**src/rtl/supercar_scan_decoder.sv**
```systemverilog
// Supercar scan decoder: watches the 10-LED scanner bar, recovers the lit
// position and sweep direction, counts direction reversals in BCD, flags
// illegal patterns and drives four active-low 7-segment digits.
module supercar_scan_decoder #(
  parameter int N_LED      = 10,
  parameter bit ERR_STICKY = 1'b1
) (
  input  logic             CLOCK_50,
  input  logic [3:0]       KEY,
  input  logic [N_LED-1:0] LED_IN,
  output logic [3:0]       POS,
  output logic             DIR_UP,
  output logic [7:0]       BOUNCES,
  output logic             ERR,
  output logic [6:0]       HEX0,
  output logic [6:0]       HEX1,
  output logic [6:0]       HEX2,
  output logic [6:0]       HEX3
);

  typedef enum logic [1:0] {IDLE, TRACK, FAULT} state_t;

  logic rst_n;
  logic clr_n;
  logic unused_keys;
  assign rst_n       = KEY[0];
  assign clr_n       = KEY[1];
  assign unused_keys = ^KEY[3:2];

  logic [N_LED-1:0] smp_reg, prev_reg;
  state_t           state_reg, state_next;
  logic [3:0]       pos_reg, pos_next;
  logic             dir_reg, dir_next;
  logic [7:0]       bcd_reg, bcd_next;

  logic       pat_zero, pat_multi, pat_onehot, changed;
  logic [3:0] pos_new;
  logic       step_up, step_dn;
  logic [7:0] bcd_inc;

  function automatic logic [6:0] seg7(input logic [3:0] d);
    case (d)
      4'd0:    seg7 = 7'h40;
      4'd1:    seg7 = 7'h79;
      4'd2:    seg7 = 7'h24;
      4'd3:    seg7 = 7'h30;
      4'd4:    seg7 = 7'h19;
      4'd5:    seg7 = 7'h12;
      4'd6:    seg7 = 7'h02;
      4'd7:    seg7 = 7'h78;
      4'd8:    seg7 = 7'h00;
      4'd9:    seg7 = 7'h10;
      default: seg7 = 7'h3F;
    endcase
  endfunction

  // Input stage: register the bar and keep the previous sample for change detection.
  always_ff @(posedge CLOCK_50 or negedge rst_n) begin
    if (!rst_n) begin
      smp_reg  <= '0;
      prev_reg <= '0;
    end else begin
      smp_reg  <= LED_IN;
      prev_reg <= smp_reg;
    end
  end

  // Classify the sample (x & (x-1) is nonzero exactly when two or more bits are set).
  always_comb begin
    pat_zero   = (smp_reg == '0);
    pat_multi  = |(smp_reg & (smp_reg - 1'b1));
    pat_onehot = !pat_zero && !pat_multi;
    changed    = (smp_reg != prev_reg);
    pos_new    = 4'd0;
    for (int i = 0; i < N_LED; i++) begin
      if (smp_reg[i]) pos_new = 4'(i);
    end
    // Widened compare so a step up from 15 can never alias to 0.
    step_up = pat_onehot && ({1'b0, pos_new} == ({1'b0, pos_reg} + 5'd1));
    step_dn = pat_onehot && (pos_reg != 4'd0) && (pos_new == (pos_reg - 4'd1));
    // BCD increment with 99 -> 00 wrap.
    if (bcd_reg[3:0] == 4'd9) begin
      bcd_inc[3:0] = 4'd0;
      bcd_inc[7:4] = (bcd_reg[7:4] == 4'd9) ? 4'd0 : bcd_reg[7:4] + 4'd1;
    end else begin
      bcd_inc[3:0] = bcd_reg[3:0] + 4'd1;
      bcd_inc[7:4] = bcd_reg[7:4];
    end
  end

  // Next-state logic: tracking FSM, with the clear key overriding any transition.
  always_comb begin
    state_next = state_reg;
    pos_next   = pos_reg;
    dir_next   = dir_reg;
    bcd_next   = bcd_reg;
    case (state_reg)
      IDLE: begin
        if (pat_onehot) begin
          state_next = TRACK;
          pos_next   = pos_new;
        end else if (pat_multi) begin
          state_next = FAULT;
        end
      end
      TRACK: begin
        if (changed) begin
          if (step_up || step_dn) begin
            pos_next = pos_new;
            dir_next = step_up;
            if (step_up != dir_reg) bcd_next = bcd_inc;
          end else if (pat_zero) begin
            state_next = IDLE;
          end else begin
            state_next = FAULT;
          end
        end
      end
      FAULT: begin
        if (!ERR_STICKY && changed && pat_onehot) begin
          state_next = TRACK;
          pos_next   = pos_new;
        end
      end
      default: state_next = IDLE;
    endcase
    if (!clr_n) begin
      state_next = IDLE;
      bcd_next   = 8'h00;
    end
  end

  // State and tracked-value registers.
  always_ff @(posedge CLOCK_50 or negedge rst_n) begin
    if (!rst_n) begin
      state_reg <= IDLE;
      pos_reg   <= 4'd0;
      dir_reg   <= 1'b1;
      bcd_reg   <= 8'h00;
    end else begin
      state_reg <= state_next;
      pos_reg   <= pos_next;
      dir_reg   <= dir_next;
      bcd_reg   <= bcd_next;
    end
  end

  // Output decode: status outputs and per-state 7-segment glyphs.
  always_comb begin
    POS     = pos_reg;
    DIR_UP  = dir_reg;
    BOUNCES = bcd_reg;
    ERR     = (state_reg == FAULT);
    HEX0    = 7'h3F;
    HEX1    = 7'h3F;
    HEX2    = 7'h3F;
    HEX3    = 7'h3F;
    case (state_reg)
      TRACK: begin
        HEX0 = seg7(pos_reg);
        HEX1 = dir_reg ? 7'h41 : 7'h21;
        HEX2 = seg7(bcd_reg[3:0]);
        HEX3 = seg7(bcd_reg[7:4]);
      end
      FAULT: begin
        HEX0 = 7'h06;
        HEX2 = seg7(bcd_reg[3:0]);
        HEX3 = seg7(bcd_reg[7:4]);
      end
      default: ;
    endcase
  end

endmodule

```
**config.mk**
```make
export PLATFORM = sky130hd
export DESIGN_NAME = supercar_scan_decoder
export DESIGN_NICKNAME = d
export VERILOG_FILES = /design/src/rtl/supercar_scan_decoder.sv
export SDC_FILE = /design/constraint.sdc
export NUM_CORES = 1
export LEC_CHECK = 0
export CORE_MARGIN = 8
export CORE_UTILIZATION = 45
export DETAILED_ROUTE_END_ITERATION = 8
export GPL_ROUTABILITY_DRIVEN = 0
export HOLD_SLACK_MARGIN = 0.1
export PLACE_DENSITY = 0.72
export SYNTH_ARGS = -nofsm -noshare
export SYNTH_HDL_FRONTEND = slang
export SYNTH_SLANG_ARGS = --single-unit
```
**constraint.sdc**
```tcl
create_clock -name CLOCK_50 -period 4.88 [get_ports CLOCK_50]
set_input_delay 0.976 -clock CLOCK_50 [delete_from_list [all_inputs] [get_ports CLOCK_50]]
set_output_delay 0.976 -clock CLOCK_50 [all_outputs]
set_load 0.005 [all_outputs]
```
==> summary.md <==
| Metric | Value |
|---|---|
| Root buffer cell | `clkbuf_8` |
| Area growth from synthesis to final layout | `24.6%` |
| CTS H-tree lvls | `2` |
| Routed wire length per instance | `14.7 µm` |
| Fin cells | `409` |
| CP bufs+invs | `3` |
| Gates resized, CTS repair | `0` |
| CP max stage delay | `580 ps` |
| Die ar. | `0.00838 mm²` |
| Sink Count | `35` |
| Synth area leaders | `dfrtp_1 (33%), ha_1 (8.8%), nand2_1 (4.2%)` |
| Largest net degree at the start of global routing | `36` |
| Initial antenna violation count | `0` |
| Synth warnings | `0` |
| HPWL after detailed placement | `4530 µm` |
| Crit-path cells | `inv_1 > ha_1 > inv_1 > a2111oi_0 > clkdlybuf4s50_1` |
| CTS Hold Bufs | `0` |
| Syn nets | `328` |
| Synth cell count leaders | `dfrtp_1 (34), nand2_1 (29), a21oi_1 (21), o21ai_0 (21), inv_1 (19)` |
| EDFF count, synth | `0` |
| RSZ-0062 raised after global routing | `false` |
| Share of post-route cells with drive strength above 1 | `6.82%` |
| Min-delay worst type | `reg -> reg` |
| # nets final | `369` |
| Post-synthesis sequential element count | `35` |
| Final setup viols | `0` |
| Min cycle time layout | `3400 ps` |
| Period utilization | `69.7%` |
| Pwr dens | `346 mW/mm²` |
| Critical path class | `reg -> out` |
| Fmax | `294 MHz` |
| Asr flop ratio synth | `100%` |
| Residual DRC | `0` |
| Rel. slew slack | `44.9%` |
| Synth Flop Type | `dfrtp_1` |
| Required time of the critical path | `3900 ps` |
| I/O Buffers | `53` |
| Measured slew at the worst slew-check pin | `824 ps` |
| Die Span X | `91.5 µm` |
| Skew-Pair Late Insertion Delay | `300 ps` |
| Fin. Hold Viols | `0` |
| Drt total wl | `5990 µm` |
| Number of top-level pins | `57` |
| Post-synth cell types | `56` |
| DRT iter0 DRCs | `101` |
| Hold_ws | `473 ps` |
| Post-Synthesis Cells | `295` |
| TNS Setup | `0 ps` |
| GRT Util Overall | `14.9%` |
| Cts bufs inserted | `5` |
| Remaining antenna violation count | `0` |
| Placed insts | `401` |
| Starting Density | `46.6%` |
| Core area | `0.00551 mm²` |
| Leakage | `1.31 nW` |
| CTS tree | `done` |
| Vias | `2289` |
| Most frequent CP cell | `inv_1` |
| Slew Limit Fails | `0` |
| Synth Cell Area | `0.00257 mm²` |
| Setup crit end kind | `output pin` |
| Register area share after synthesis | `34.2%` |
| Antenna diodes | `0` |
| Critical path's slowest cell | `clkdlybuf4s50_1` |
| Crit path max fanout | `15` |
| 1st-pass router iterations | `4` |
| Global-route wire length before repair | `10600 µm` |
| Avg Cell Area, Syn | `8.70 µm²` |
| Cell with the most instances after synthesis | `dfrtp_1` |
| Largest delay share family, worst path | `buffers and inverters` |
| Clock transition at the registers of the reported paths | `80 ps` |
| Status | `completed` |
| Gr ovfl total | `0` |
| Maximum vdd drop | `0.000219 V` |
| Synth top area share | `33.1%` |
| Total of max-cap violations | `0` |
| CP arrival | `2420 ps` |
| Buffer count from post-CTS setup fixing | `0` |
| Clock buffer depth | `2` |
| Site Rows | `27` |
| DIE HEIGHT | `91.5 µm` |
| Vias in the first global route | `2177` |
| Crit start category | `flip-flop` |
| Area leader, netlist | `dfrtp_1` |
| Clock skew | `11.2 ps` |
| Total power | `1.11 mW` |
| Vias per inst | `5.60` |
==> layout make-up <==
class / instances / area (µm²)
Timing Repair Buffer: 54 / 538
Clock buffer: 6 / 82.6
Inverter: 19 / 71.3
Clock inverter: 2 / 16.3
Tap cell: 72 / 90.1
Multi-Input combinational cell: 221 / 1520
Sequential cell: 35 / 877
Fill cell: 482 / 2310
==> layout by cell type (no fill, tap or decap), drive strengths merged, types with 2 or more instances in the layout <==
cell type / n
nor4: 6
o22ai: 4
a31oi: 4
nand3: 5
ha: 18
clkdlybuf4s50: 53
or2: 3
and3: 5
inv: 19
a21oi: 21
or3: 3
xor2: 9
or4: 5
a211oi: 4
nor2: 16
nand2b: 4
and2: 2
o41ai: 2
a21o: 2
a211o: 4
nor2b: 3
nor3: 8
mux2i: 8
dfrtp: 34
clkbuf: 6
o31ai: 4
xnor2: 5
o21ai: 23
nand4: 7
nand2: 29
==> worst paths after layout <==
| kind | from | to | slack (ps) | cells past startpoint |
|---|---|---|---|---|
| min reg2reg | smp_reg[0] | prev_reg[0] | 470 | 0 |
| min in group asynchronous | KEY[0] | POS[0] | 1080 | 2 |
| max | state_reg[0] | HEX3[6] | 1480 | 5 |
| max in group asynchronous | KEY[0] | DIR_UP | 3460 | 2 |
| min | smp_reg[0] | prev_reg[0] | 470 | 0 |
| max reg2reg | POS[0] | POS[3] | 1520 | 9 |
==> metrics by stage <==
| step | utilization (%) | area, µm² | setup slack (ps) |
|---|---|---|---|
| final | 58.1 | 3200 | 1480 |
| after global routing | 58.1 | 3200 | 1200 |
| after detailed placement | 56.3 | 3100 | 1540 |
| after floorplan | - | 2570 | 1950 |
| after global placement | 56.3 | 3100 | 1600 |
| after CTS | 58.1 | 3200 | 1480 |
==> per-layer routing <==
layer | global-route usage [%] | part of all wire (%) | vias up
li1 | - | - | 1136
met4 | 3.68 | 0.98 | 0
met2 | 24.1 | 47 | 61
met3 | 4.28 | 5.5 | 9
met1 | 19.0 | 47 | 1083
met5 | 0 | 0 | -
==> where the power goes <==
part           leakage (nW)  total (mW)  internal (mW)  switching (mW)
Clock                0.0474       0.226          0.115           0.111
Sequential            0.429       0.381          0.316          0.0648
Combinational         0.837       0.499          0.253           0.247
Total                  1.31        1.11          0.684           0.423
==> logic make-up (layout without fill, tap and decap cells) <==
| kind of cell | Yosys count | after routing | synth area share, % |
|---|---|---|---|
| mux | 8 | 8 | 3.12 |
| xor+xnor | 15 | 15 | 5.65 |
| flops | 35 | 35 | 34.2 |
| other cells | 1 | 1 | 0.146 |
| buf+inv | 39 | 81 | 6.53 |
| compound gates | 80 | 80 | 20.0 |
| fa+ha+maj | 18 | 18 | 8.77 |
| simple gates | 99 | 99 | 21.6 |
(Power assumes the default switching activity.)
==> RTL edit: new RTL, same settings <==
`N_LED`: 10 -> 20.
--- a/src/rtl/supercar_scan_decoder.sv
+++ b/src/rtl/supercar_scan_decoder.sv
@@ -2,7 +2,7 @@
 // position and sweep direction, counts direction reversals in BCD, flags
 // illegal patterns and drives four active-low 7-segment digits.
 module supercar_scan_decoder #(
-  parameter int N_LED      = 10,
+  parameter int N_LED      = 20,
   parameter bit ERR_STICKY = 1'b1
 ) (
   input  logic             CLOCK_50,
Ports: changed (resized LED_IN); port bits go from 57 to 67. The function was not compared with the original's and may differ.
==> RTL edit against the unedited design <==
  * Sequential cell count rose by 20
  * Cell area rose by 33%
  * Wire length rose by 38%
  * Synthesized cell count rose by 34%
  * Synthesized area rose by 37%
  * Power rose by 16%
  * Setup slack got worse by 0.24 ns
  * Global-route usage rose by 0.50 points
==> RTL edit: results (changes against the unedited design) <==
Setup path
  • Critical path origin: POS[0]
  • Worst EP arrival: 2.66 ns (+0.24 ns)
  • R2r worst-path depth: 10 (+1)
  • Slowest stage cell, crit path: dfrtp_1
  • Setup crit end: HEX0[1]
  • Crit path largest cell delay: 0.56 ns (-0.02 ns)

Timing
  • Slew @ Worst Pin: 0.774 ns (-0.0493 ns)
  • Worst Clk Skew: 0.0131 ns (+0.00192 ns)
  • Final setup margin: 1.24 ns (-0.240 ns)
  • Min Hold Slack: 0.516 ns (+0.0433 ns)

Run status
  • Outcome: finished, final reports clean

Clocking
  • CTS clk-pin slew, worst paths: 0.10 ns (+0.02 ns)

GRT
  • Met2 Resource Use GR: 0.249 (+0.00734)
  • All-Layer GR Usage: 0.154 (+0.00501)
  • M1 GR Usage: 0.210 (+0.0199)
  • Largest net degree at the start of global routing: 56 (+56%)

Pwr
  • Leakage: 1.61 nW (+22%)

Synthesis
  • Ranking of synthesized cells by area: dfrtp_1 (38%), ha_1 (6.4%), o21ai_0 (4.0%)
  • Synth cell types: 66 (+18%)

Hold path
  • Hold path startpoint: DIR_UP

Finish
  • Share of post-route cells with drive strength above 1: 0.0568 (-0.0114)
  • Fin nets: 482 (+31%)

Place
  • PortBufs: 63 (+19%)
  • Area after DPL: 0.00415 mm² (+34%)

Detailed routing
  • 1st-iter DRT viols: 260 (+160%)
  • Routed met2 length: 3950 µm (+40%)
  • Metal3 WL: 474 µm (+43%)
## RTL edit: cell types whose count changed in the layout (fill, tap and decap cells not counted), sizes merged, moves of 6 or more
| cell | delta |
|---|---|
| a21oi | +8 |
| clkdlybuf4s50 | +9 |
| dfrtp | +20 |
| nor2 | +15 |
| nor4 | +6 |
| xnor2 | +6 |
## RTL edit: cells by family (layout without fill, tap and decap cells)
group,Yosys count,count (layout),share of synthesized area
AND/OR/NAND/NOR,139,139,0.208
AO/OA/AOI/OAI,107,107,0.202
multiplexers,5,5,0.0149
adder cells (fa/ha/maj),19,19,0.0667
other,1,1,0.00106
flip-flops,55,55,0.391
XOR/XNOR,23,23,0.0571
buffers and inverters,47,91,0.0599
## RTL edit: cell type report
class,count,area (µm²),area share
clock inverter,3,33.8,0.00795
timing repair buffer,64,633,0.149
inverter,19,71.3,0.0168
tap,102,128,0.0300
clock buffer,5,68.8,0.0162
sequential,55,1380,0.324
multi-input combinational,294,1940,0.456
